### config.mk
export PLATFORM = sky130hd
export DESIGN_NAME = load_unit
export DESIGN_NICKNAME = d
export VERILOG_FILES = /design/src/rtl/load_unit_pkg.sv /design/src/rtl/load_unit_extract.sv /design/src/rtl/load_unit.sv
export SDC_FILE = /design/constraint.sdc
export NUM_CORES = 1
export LEC_CHECK = 0
export CORE_ASPECT_RATIO = 1.75
export CORE_MARGIN = 2
export CORE_UTILIZATION = 47
export DETAILED_ROUTE_END_ITERATION = 10
export HOLD_SLACK_MARGIN = 0.1
export PLACE_DENSITY = 0.95
export SYNTH_ARGS = -nofsm -noshare
export SYNTH_HDL_FRONTEND = slang
export SYNTH_HIERARCHICAL = 1
export SYNTH_SLANG_ARGS = --single-unit
export TNS_END_PERCENT = 10
### constraint.sdc
create_clock -name clk -period 3.2 [get_ports clk]
set_clock_uncertainty 0.05 [all_clocks]
set_input_delay 0.32 -clock clk [delete_from_list [all_inputs] [get_ports clk]]
set_output_delay 0.32 -clock clk [all_outputs]
set_load 0.01 [all_outputs]
### src/rtl/load_unit_pkg.sv
// Shared widths, memory opcodes and FSM states for the load path.
// The opcode codes are common to the load and store-data paths.
package load_unit_pkg;

  localparam int CPU_WIDTH     = 32;
  localparam int MEM_OP_WIDTH  = 4;
  localparam int REG_IDX_WIDTH = 5;

  localparam logic [MEM_OP_WIDTH-1:0] MEM_LB  = 4'b0000;
  localparam logic [MEM_OP_WIDTH-1:0] MEM_LH  = 4'b0001;
  localparam logic [MEM_OP_WIDTH-1:0] MEM_LW  = 4'b0010;
  localparam logic [MEM_OP_WIDTH-1:0] MEM_LBU = 4'b0100;
  localparam logic [MEM_OP_WIDTH-1:0] MEM_LHU = 4'b0101;
  localparam logic [MEM_OP_WIDTH-1:0] MEM_SB  = 4'b1000;
  localparam logic [MEM_OP_WIDTH-1:0] MEM_SH  = 4'b1001;
  localparam logic [MEM_OP_WIDTH-1:0] MEM_SW  = 4'b1010;

  typedef enum logic [1:0] {
    ST_IDLE = 2'd0,
    ST_REQ  = 2'd1,
    ST_WAIT = 2'd2,
    ST_RESP = 2'd3
  } state_t;

  function automatic logic is_load(input logic [MEM_OP_WIDTH-1:0] op);
    return (op == MEM_LB) || (op == MEM_LH) || (op == MEM_LW) ||
           (op == MEM_LBU) || (op == MEM_LHU);
  endfunction

  function automatic logic is_misaligned(input logic [MEM_OP_WIDTH-1:0] op,
                                         input logic [1:0] lane);
    return (((op == MEM_LH) || (op == MEM_LHU)) && lane[0]) ||
           ((op == MEM_LW) && (lane != 2'b00));
  endfunction

endpackage

### src/rtl/load_unit_extract.sv
// Lane select and sign/zero extension of a loaded word; purely combinational.
module load_extract
  import load_unit_pkg::*;
(
  input  logic [MEM_OP_WIDTH-1:0] op,
  input  logic [1:0]              lane,
  input  logic [CPU_WIDTH-1:0]    rdata,
  output logic [CPU_WIDTH-1:0]    data
);

  logic [7:0]  byte_sel;
  logic [15:0] half_sel;

  always_comb begin
    byte_sel = rdata[{lane, 3'b000} +: 8];
    half_sel = rdata[{lane[1], 4'b0000} +: 16];
    data     = '0;
    case (op)
      MEM_LB:  data = {{24{byte_sel[7]}}, byte_sel};
      MEM_LBU: data = {24'b0, byte_sel};
      MEM_LH:  data = {{16{half_sel[15]}}, half_sel};
      MEM_LHU: data = {16'b0, half_sel};
      MEM_LW:  data = rdata;
      default: data = '0;
    endcase
  end

endmodule

### src/rtl/load_unit.sv
// Memory-stage load path: word-aligned read over req/gnt/rvalid, lane extract,
// and a held result under a valid/ready handshake to write-back.
module load_unit
  import load_unit_pkg::*;
(
  input  logic                     clk,
  input  logic                     rst_n,
  input  logic                     ld_valid,
  output logic                     ld_ready,
  input  logic [MEM_OP_WIDTH-1:0]  mem_op,
  input  logic [CPU_WIDTH-1:0]     mem_addr,
  input  logic [REG_IDX_WIDTH-1:0] rd_idx,
  output logic                     dmem_req,
  output logic [CPU_WIDTH-1:0]     dmem_addr,
  input  logic                     dmem_gnt,
  input  logic                     dmem_rvalid,
  input  logic [CPU_WIDTH-1:0]     dmem_rdata,
  output logic                     wb_valid,
  input  logic                     wb_ready,
  output logic [CPU_WIDTH-1:0]     wb_rdata,
  output logic [REG_IDX_WIDTH-1:0] wb_rd_idx,
  output logic                     misalign
);

  state_t                   state, next_state;
  logic                     accept;
  logic                     bad_align;
  logic [MEM_OP_WIDTH-1:0]  op_q;
  logic [1:0]               lane_q;
  logic [CPU_WIDTH-3:0]     word_q;
  logic [REG_IDX_WIDTH-1:0] rd_q;
  logic [CPU_WIDTH-1:0]     rdata_q;
  logic                     misalign_q;
  logic [CPU_WIDTH-1:0]     extracted;

  assign bad_align = is_misaligned(mem_op, mem_addr[1:0]);

  always_ff @(posedge clk or negedge rst_n) begin
    if (!rst_n) state <= ST_IDLE;
    else        state <= next_state;
  end

  always_comb begin
    next_state = state;
    ld_ready   = 1'b0;
    dmem_req   = 1'b0;
    wb_valid   = 1'b0;
    accept     = 1'b0;
    case (state)
      ST_IDLE: begin
        ld_ready = 1'b1;
        if (ld_valid && is_load(mem_op)) begin
          accept = 1'b1;
          if (!bad_align) next_state = ST_REQ;
        end
      end
      ST_REQ: begin
        dmem_req = 1'b1;
        if (dmem_gnt) next_state = ST_WAIT;
      end
      ST_WAIT: begin
        if (dmem_rvalid) next_state = ST_RESP;
      end
      ST_RESP: begin
        wb_valid = 1'b1;
        if (wb_ready) next_state = ST_IDLE;
      end
      default: next_state = ST_IDLE;
    endcase
  end

  // Misaligned loads never reach memory; they only leave a one-cycle flag behind.
  always_ff @(posedge clk or negedge rst_n) begin
    if (!rst_n) begin
      op_q       <= '0;
      lane_q     <= '0;
      word_q     <= '0;
      rd_q       <= '0;
      rdata_q    <= '0;
      misalign_q <= 1'b0;
    end else begin
      misalign_q <= accept && bad_align;
      if (accept && !bad_align) begin
        op_q   <= mem_op;
        lane_q <= mem_addr[1:0];
        word_q <= mem_addr[CPU_WIDTH-1:2];
        rd_q   <= rd_idx;
      end
      if (state == ST_WAIT && dmem_rvalid) rdata_q <= extracted;
    end
  end

  load_extract u_extract (
    .op    (op_q),
    .lane  (lane_q),
    .rdata (dmem_rdata),
    .data  (extracted)
  );

  assign dmem_addr = dmem_req ? {word_q, 2'b00} : '0;
  assign wb_rdata  = rdata_q;
  assign wb_rd_idx = rd_q;
  assign misalign  = misalign_q;

endmodule
==> qor.txt, run 1 <==
initial antenna violation count - 0
core area - 7910 µm²
Yosys cell types - 42
Starting Density - 0.485
Reg area - 1900 µm²
buffers added on ports - 149
largest net degree at the start of global routing - 77
sw power - 1.70 mW
Worst slew margin - 0.360
CP required - 2830 ps
H-Tree Depth - 3
Via-to-Cell Ratio - 5.60
Post-CTS Setup Bufs - 0
Power, Total - 5.28 mW
global-route wire length before repair - 16000 µm
Worst-Skew Late Latency - 330 ps
CTS tree - yes
via count - 3092
Max Cap Violations - 0
Post-CTS Resized - 0
Sw Ratio - 0.321
Post-CTS Hold Fix Bufs - 0
routability cong. - 0.908
Hold WS - 93.7 ps
critical path fanouts, max - 32
final setup TNS - 0 ps
Tot GR Track Use - 0.240
peak supply drop - 645 µV
fin nets - 541
fillcell total - 547
Final ANT Viol Nets - 0
DP HPWL - 7800 µm
status - complete, no violations
setup violators final - 0
Hold Violations, Final - 0
Synth async-reset ratio - 1.00
Final Cycle Share - 0.844
area of the multi-input gates - 1810 µm²
Routed Wire Length - 10400 µm
worst-margin pin slew - 960 ps
fin crit period - 2700 ps
max-slew violations - 0
commonest cells after routing, fill and taps aside - clkdlybuf4s50_1 (148), dfrtp_1 (76), mux2_1 (41)
n_diodes - 0
crit start category - flip-flop
Pwr Density - 924 nW/µm²
fin cells - 552
num rows - 43
clock root buffer - clkbuf_16
area delta synth->final - 49.0%
CTS sink count - 76
dpl cells - 537
Crit Path Class - reg -> out
Top FF cell, synth - dfrtp_1
Combinational Power Share - 0.459
number of synthesized flops with an enable pin - 0
Clock Pin Slew Worst Setup and Hold Paths - 60 ps
clk buf depth - 2
# IOs - 152
LEAKAGE - 2.45 nW
Max Clk Rate - 370 MHz
mapped cell area - 3840 µm²
Worst EP arrival - 2330 ps
First-pass DRT Iterations - 4
die area - 8930 µm²
layout cell share with drive strength beyond 1 - 0.132
# DRC - 0
Post-Syn Area per Cell - 12.1 µm²
P_int - 3.58 mW
RSZ-0062 raised after global routing - false
Starting DRT DRC Count - 213
Hold Path Class - in -> async
total grt overflow - 0
vias in the first global route - 3257
Seq/Total Area, Yosys - 0.496
Die H - 124 µm
die width - 72.3 µm
most common cell after layout, fill and taps aside - clkdlybuf4s50_1
CTS Buf Count - 9
Flop pwr share - 0.321
endpoint class of the critical path - output port
WL/cell - 18.8 µm
Mapped Cells - 316
Clk pwr share - 0.220
Seq cells post-synth - 76
synth warn - 6
metrics by stage:
step                setup slack (ps)  area (µm²)   util
floorplan                       1320        3840      -
global placement                 841        5380  0.680
detailed placement               813        5380  0.680
CTS                              438        5720  0.723
global route                     323        5720  0.723
finish                           500        5720  0.723
cell type report:
class,instances,area share
inverter,5,0.00328
tap,90,0.0197
sequential,76,0.333
clock buffer,10,0.0418
timing repair buffer,153,0.268
clock inverter,5,0.0175
multi-input combinational,213,0.317
worst max-delay path, stage by stage (launching register included):
cell	delay, ps
dfrtp_1	410
inv_1	90
ha_1	710
and2_1	250
clkdlybuf4s50_1	540
synth_stat cells (2+ instances only):
library cell / number / area [µm²]
dfrtp_1: 76 / 1900
buf_1: 4 / 15.0
and2_1: 31 / 194
mux2i_1: 7 / 70.1
clkbuf_1: 8 / 30.0
o21ai_0: 17 / 85.1
mux2_2: 34 / 383
a221o_1: 15 / 150
nand2b_1: 3 / 18.8
nand2_1: 18 / 67.6
buf_4: 3 / 22.5
and3_1: 2 / 12.5
mux2_1: 41 / 462
inv_1: 5 / 18.8
buf_2: 6 / 30.0
nor2b_1: 8 / 50.1
nor2_1: 10 / 37.5
ha_1: 4 / 50.1
flip-flops by register name, summed over array words and instances (netlist names):
register,cells
op_q,4
lane_q,2
word_q,30
wb_rdata,32
wb_rd_idx,5
state,2
misalign,1
per-layer routing:
layer	GRT usage	routed length [µm]
met4	0.147	477
met5	0	0
met3	0.0619	832
met2	0.421	5560
met1	0.251	3540
power groups by stage:
stage	clock network, mW	registers, mW	logic, mW
after floorplan	0	1.71	1.30
after global placement	0	1.68	2.35
after detailed placement	0	1.72	2.42
after CTS	1.18	1.70	2.44
after global routing	1.22	1.75	2.61
final	1.16	1.69	2.42
logic make-up after synthesis:
kind of cell,Yosys count,share of synthesized area
muxes,84,0.251
DFF,76,0.496
AOI/OAI and AO/OA,42,0.0832
buffers and inverters,28,0.0346
adders and majority gates,4,0.0130
and+or+nand+nor,81,0.121
other,1,0.000978
worst paths after layout:
check / start / endpoint / slack, ps / cells after the start
min in group clk: word_q[18] / word_q[18] / 430 / 1
setup reg to reg: lane_q[1] / wb_rdata[4] / 840 / 4
setup / recovery: state[1] / dmem_addr[14] / 500 / 4
hold reg to reg: word_q[18] / word_q[18] / 430 / 1
hold / removal: rst_n / wb_rdata[6] / 90 / 1
max in group asynchronous: rst_n / word_q[28] / 2390 / 1
(Power assumes the default switching activity.)
==> inputs of run 2 (changes only) <==
--- a/config.mk
+++ b/config.mk
@@ -7,10 +7,10 @@
 export LEC_CHECK = 0
 export CORE_ASPECT_RATIO = 1.75
 export CORE_MARGIN = 2
-export CORE_UTILIZATION = 47
+export CORE_UTILIZATION = 44
 export DETAILED_ROUTE_END_ITERATION = 10
 export HOLD_SLACK_MARGIN = 0.1
-export PLACE_DENSITY = 0.95
+export PLACE_DENSITY = 0.91
 export SYNTH_ARGS = -nofsm -noshare
 export SYNTH_HDL_FRONTEND = slang
 export SYNTH_HIERARCHICAL = 1
==> constraint.sdc (replaced) <==
create_clock -name clk -period 2.55 [get_ports clk]
set_clock_uncertainty 0.05 [all_clocks]
set_input_delay 0.255 -clock clk [delete_from_list [all_inputs] [get_ports clk]]
set_output_delay 0.255 -clock clk [all_outputs]
set_load 0.01 [all_outputs]
==> qor.txt, run 2 (same netlist as run 1, synthesis figures left out) <==
Die H - 128 µm (was 124 µm)
most common cell after layout, fill and taps aside - clkdlybuf4s50_1 (unchanged)
number of flip-flops in the largest register - 32 (unchanged)
Routed Wire Length - 10300 µm (was 10400 µm)
layout cell share with drive strength beyond 1 - 0.139 (was 0.132)
setup violators final - 0 (unchanged)
Hold WS - 426 ps (was 93.7 ps)
Pwr Density - 1150 nW/µm² (was 924 nW/µm²)
routability cong. - 0.852 (was 0.908)
n_diodes - 0 (unchanged)
sw power - 2.12 mW (was 1.70 mW)
Flop pwr share - 0.320 (was 0.321)
largest net degree at the start of global routing - 77 (unchanged)
Final ANT Viol Nets - 0 (unchanged)
fin nets - 545 (was 541)
fillcell total - 680 (was 547)
buffers added on ports - 149 (unchanged)
worst-margin pin slew - 978 ps (was 960 ps)
Worst R2R Setup Slack - 510 ps (was 840 ps)
P_int - 4.52 mW (was 3.58 mW)
Sw Ratio - 0.319 (was 0.321)
clk buf depth - 2 (unchanged)
area delta synth->final - 51.0% (was 49.0%)
Worst-Skew Late Latency - 330 ps (about the same)
peak supply drop - 673 µV (was 645 µV)
fin cells - 584 (was 552)
core area - 8560 µm² (was 7910 µm²)
top layer reached by signal wires - met4 (unchanged)
# IOs - 152 (unchanged)
die area - 9510 µm² (was 8930 µm²)
slowest CP cell - clkdlybuf4s50_1 (was ha_1)
CTS Buf Count - 9 (unchanged)
Starting Density - 0.448 (was 0.485)
Clock Pin Slew Worst Setup and Hold Paths - 60 ps (about the same)
Starting DRT DRC Count - 202 (was 213)
met2 wire length - 5440 µm (was 5560 µm)
CTS tree - yes (unchanged)
LEAKAGE - 2.47 nW (was 2.45 nW)
R2R depth - 4 (unchanged)
worst path bufs/invs - 3 (was 2)
fin crit period - 2300 ps
crit-path cells - inv_1 > ha_1 > buf_4 > and2_1 > clkdlybuf4s50_1 (was inv_1 > ha_1 > and2_1 > clkdlybuf4s50_1)
crit start category - flip-flop (unchanged)
WL met1 - 3720 µm (was 3540 µm)
Hold Path Class - reg -> reg (was in -> async)
clock root buffer - clkbuf_16 (unchanged)
Hold Violations, Final - 0 (unchanged)
commonest cells after routing, fill and taps aside - clkdlybuf4s50_1 (148), dfrtp_1 (76), mux2_1 (41) (unchanged)
vias in the first global route - 3373 (was 3257)
RSZ-0062 raised after global routing - false (unchanged)
Max Clk Rate - 436 MHz
DP HPWL - 7710 µm (was 7800 µm)
Design Area, Final - 5790 µm² (was 5720 µm²)
Worst Hold End - word_q[19]
placed instance area - 5430 µm² (was 5380 µm²)
reg2reg start - lane_q[1] (unchanged)
total grt overflow - 0 (unchanged)
die width - 74.6 µm (was 72.3 µm)
Combinational Power Share - 0.458 (was 0.459)
Via-to-Cell Ratio - 5.28 (was 5.60)
CP top delay family - buffers and inverters (was adder cells)
num rows - 45 (was 43)
status - complete, no violations (unchanged)
slowest stage delay, CP - 550 ps (was 710 ps)
CTS sink count - 76 (unchanged)
Worst EP arrival - 1990 ps (was 2330 ps)
critical path fanouts, max - 32 (unchanged)
Reg-to-Reg End - wb_rdata[4] (unchanged)
# DRC - 0 (unchanged)
Max Cap Violations - 0 (unchanged)
initial antenna violation count - 0 (unchanged)
Final Cycle Share - 0.900
WL met3 - 707 µm (was 832 µm)
via count - 3083 (was 3092)
final setup TNS - 0 ps (unchanged)
CP required - 2250 ps (was 2830 ps)
WL/cell - 17.6 µm (was 18.8 µm)
H-Tree Depth - 3 (unchanged)
hold_sp - word_q[19]
Clk pwr share - 0.222 (was 0.220)
max-slew violations - 0 (unchanged)
Worst slew margin - 0.348 (was 0.360)
dpl cells - 567 (was 537)
endpoint class of the critical path - output port (unchanged)
Tot GR Track Use - 0.228 (was 0.240)
First-pass DRT Iterations - 4 (unchanged)
Hold Path Stages - 1
Crit Path Class - reg -> out (unchanged)
global-route wire length before repair - 16400 µm (was 16000 µm)
-- run 2: cell types whose count changed in the layout (fill, tap and decap cells not counted) --
cell           previous run  this run
clkinv_4                  0         1
clkinvlp_4                0         1
clkinv_2                  2         1
dlygate4sd3_1             0         1
buf_4                     4         7
-- run 2: area by class of cell --
cell class | instances | area [µm²] | share of cell area
Clock inverter | 6 | 111 | 0.0192
Inverter | 5 | 18.8 | 0.00324
Sequential cell | 76 | 1900 | 0.328
Tap cell | 117 | 146 | 0.0253
Multi-Input combinational cell | 213 | 1810 | 0.313
Clock buffer | 10 | 239 | 0.0412
Timing Repair Buffer | 157 | 1560 | 0.270
-- run 2: what timing repair did --
item,4_1_cts,5_1_grt
hold buffers,1,0
endpoints found under the hold margin,76,0
resized for setup,0,0
buffers inserted,0,0
setup endpoints to repair,0,0
-- run 2: power by group through the flow --
stage | sequential, mW | clock (mW) | combinational [mW]
floorplan | 2.14 | 0 | 1.63
global placement | 2.12 | 0 | 2.95
detailed placement | 2.16 | 0 | 3.04
CTS | 2.14 | 1.50 | 3.07
global route | 2.21 | 1.54 | 3.30
finish | 2.13 | 1.47 | 3.04
-- run 2: how the worst max path moves through the flow --
stage,start,to,cells after the start
global route,state[1],dmem_addr[14],5
detailed placement,dmem_rdata[23],wb_rdata[8],5
global placement,dmem_rdata[23],wb_rdata[9],5
CTS,state[1],dmem_addr[14],5
finish,state[1],dmem_addr[14],5
floorplan,lane_q[0],wb_rdata[10],5
-- run 2: through the flow --
| stage | setup slack, ps | util | power [mW] |
|---|---|---|---|
| after detailed placement | 307 | 0.635 | 5.20 |
| final | 254 | 0.677 | 6.64 |
| after floorplan | 669 | - | 3.77 |
| after global routing | 123 | 0.677 | 7.05 |
| after global placement | 384 | 0.635 | 5.07 |
| after CTS | 213 | 0.677 | 6.72 |
-- run 2: routing by layer --
layer / track usage / vias up
met2: 0.389 / 138
met3: 0.0576 / 31
met1: 0.255 / 1499
li1: - / 1415
met4: 0.117 / 0
met5: 0 / -
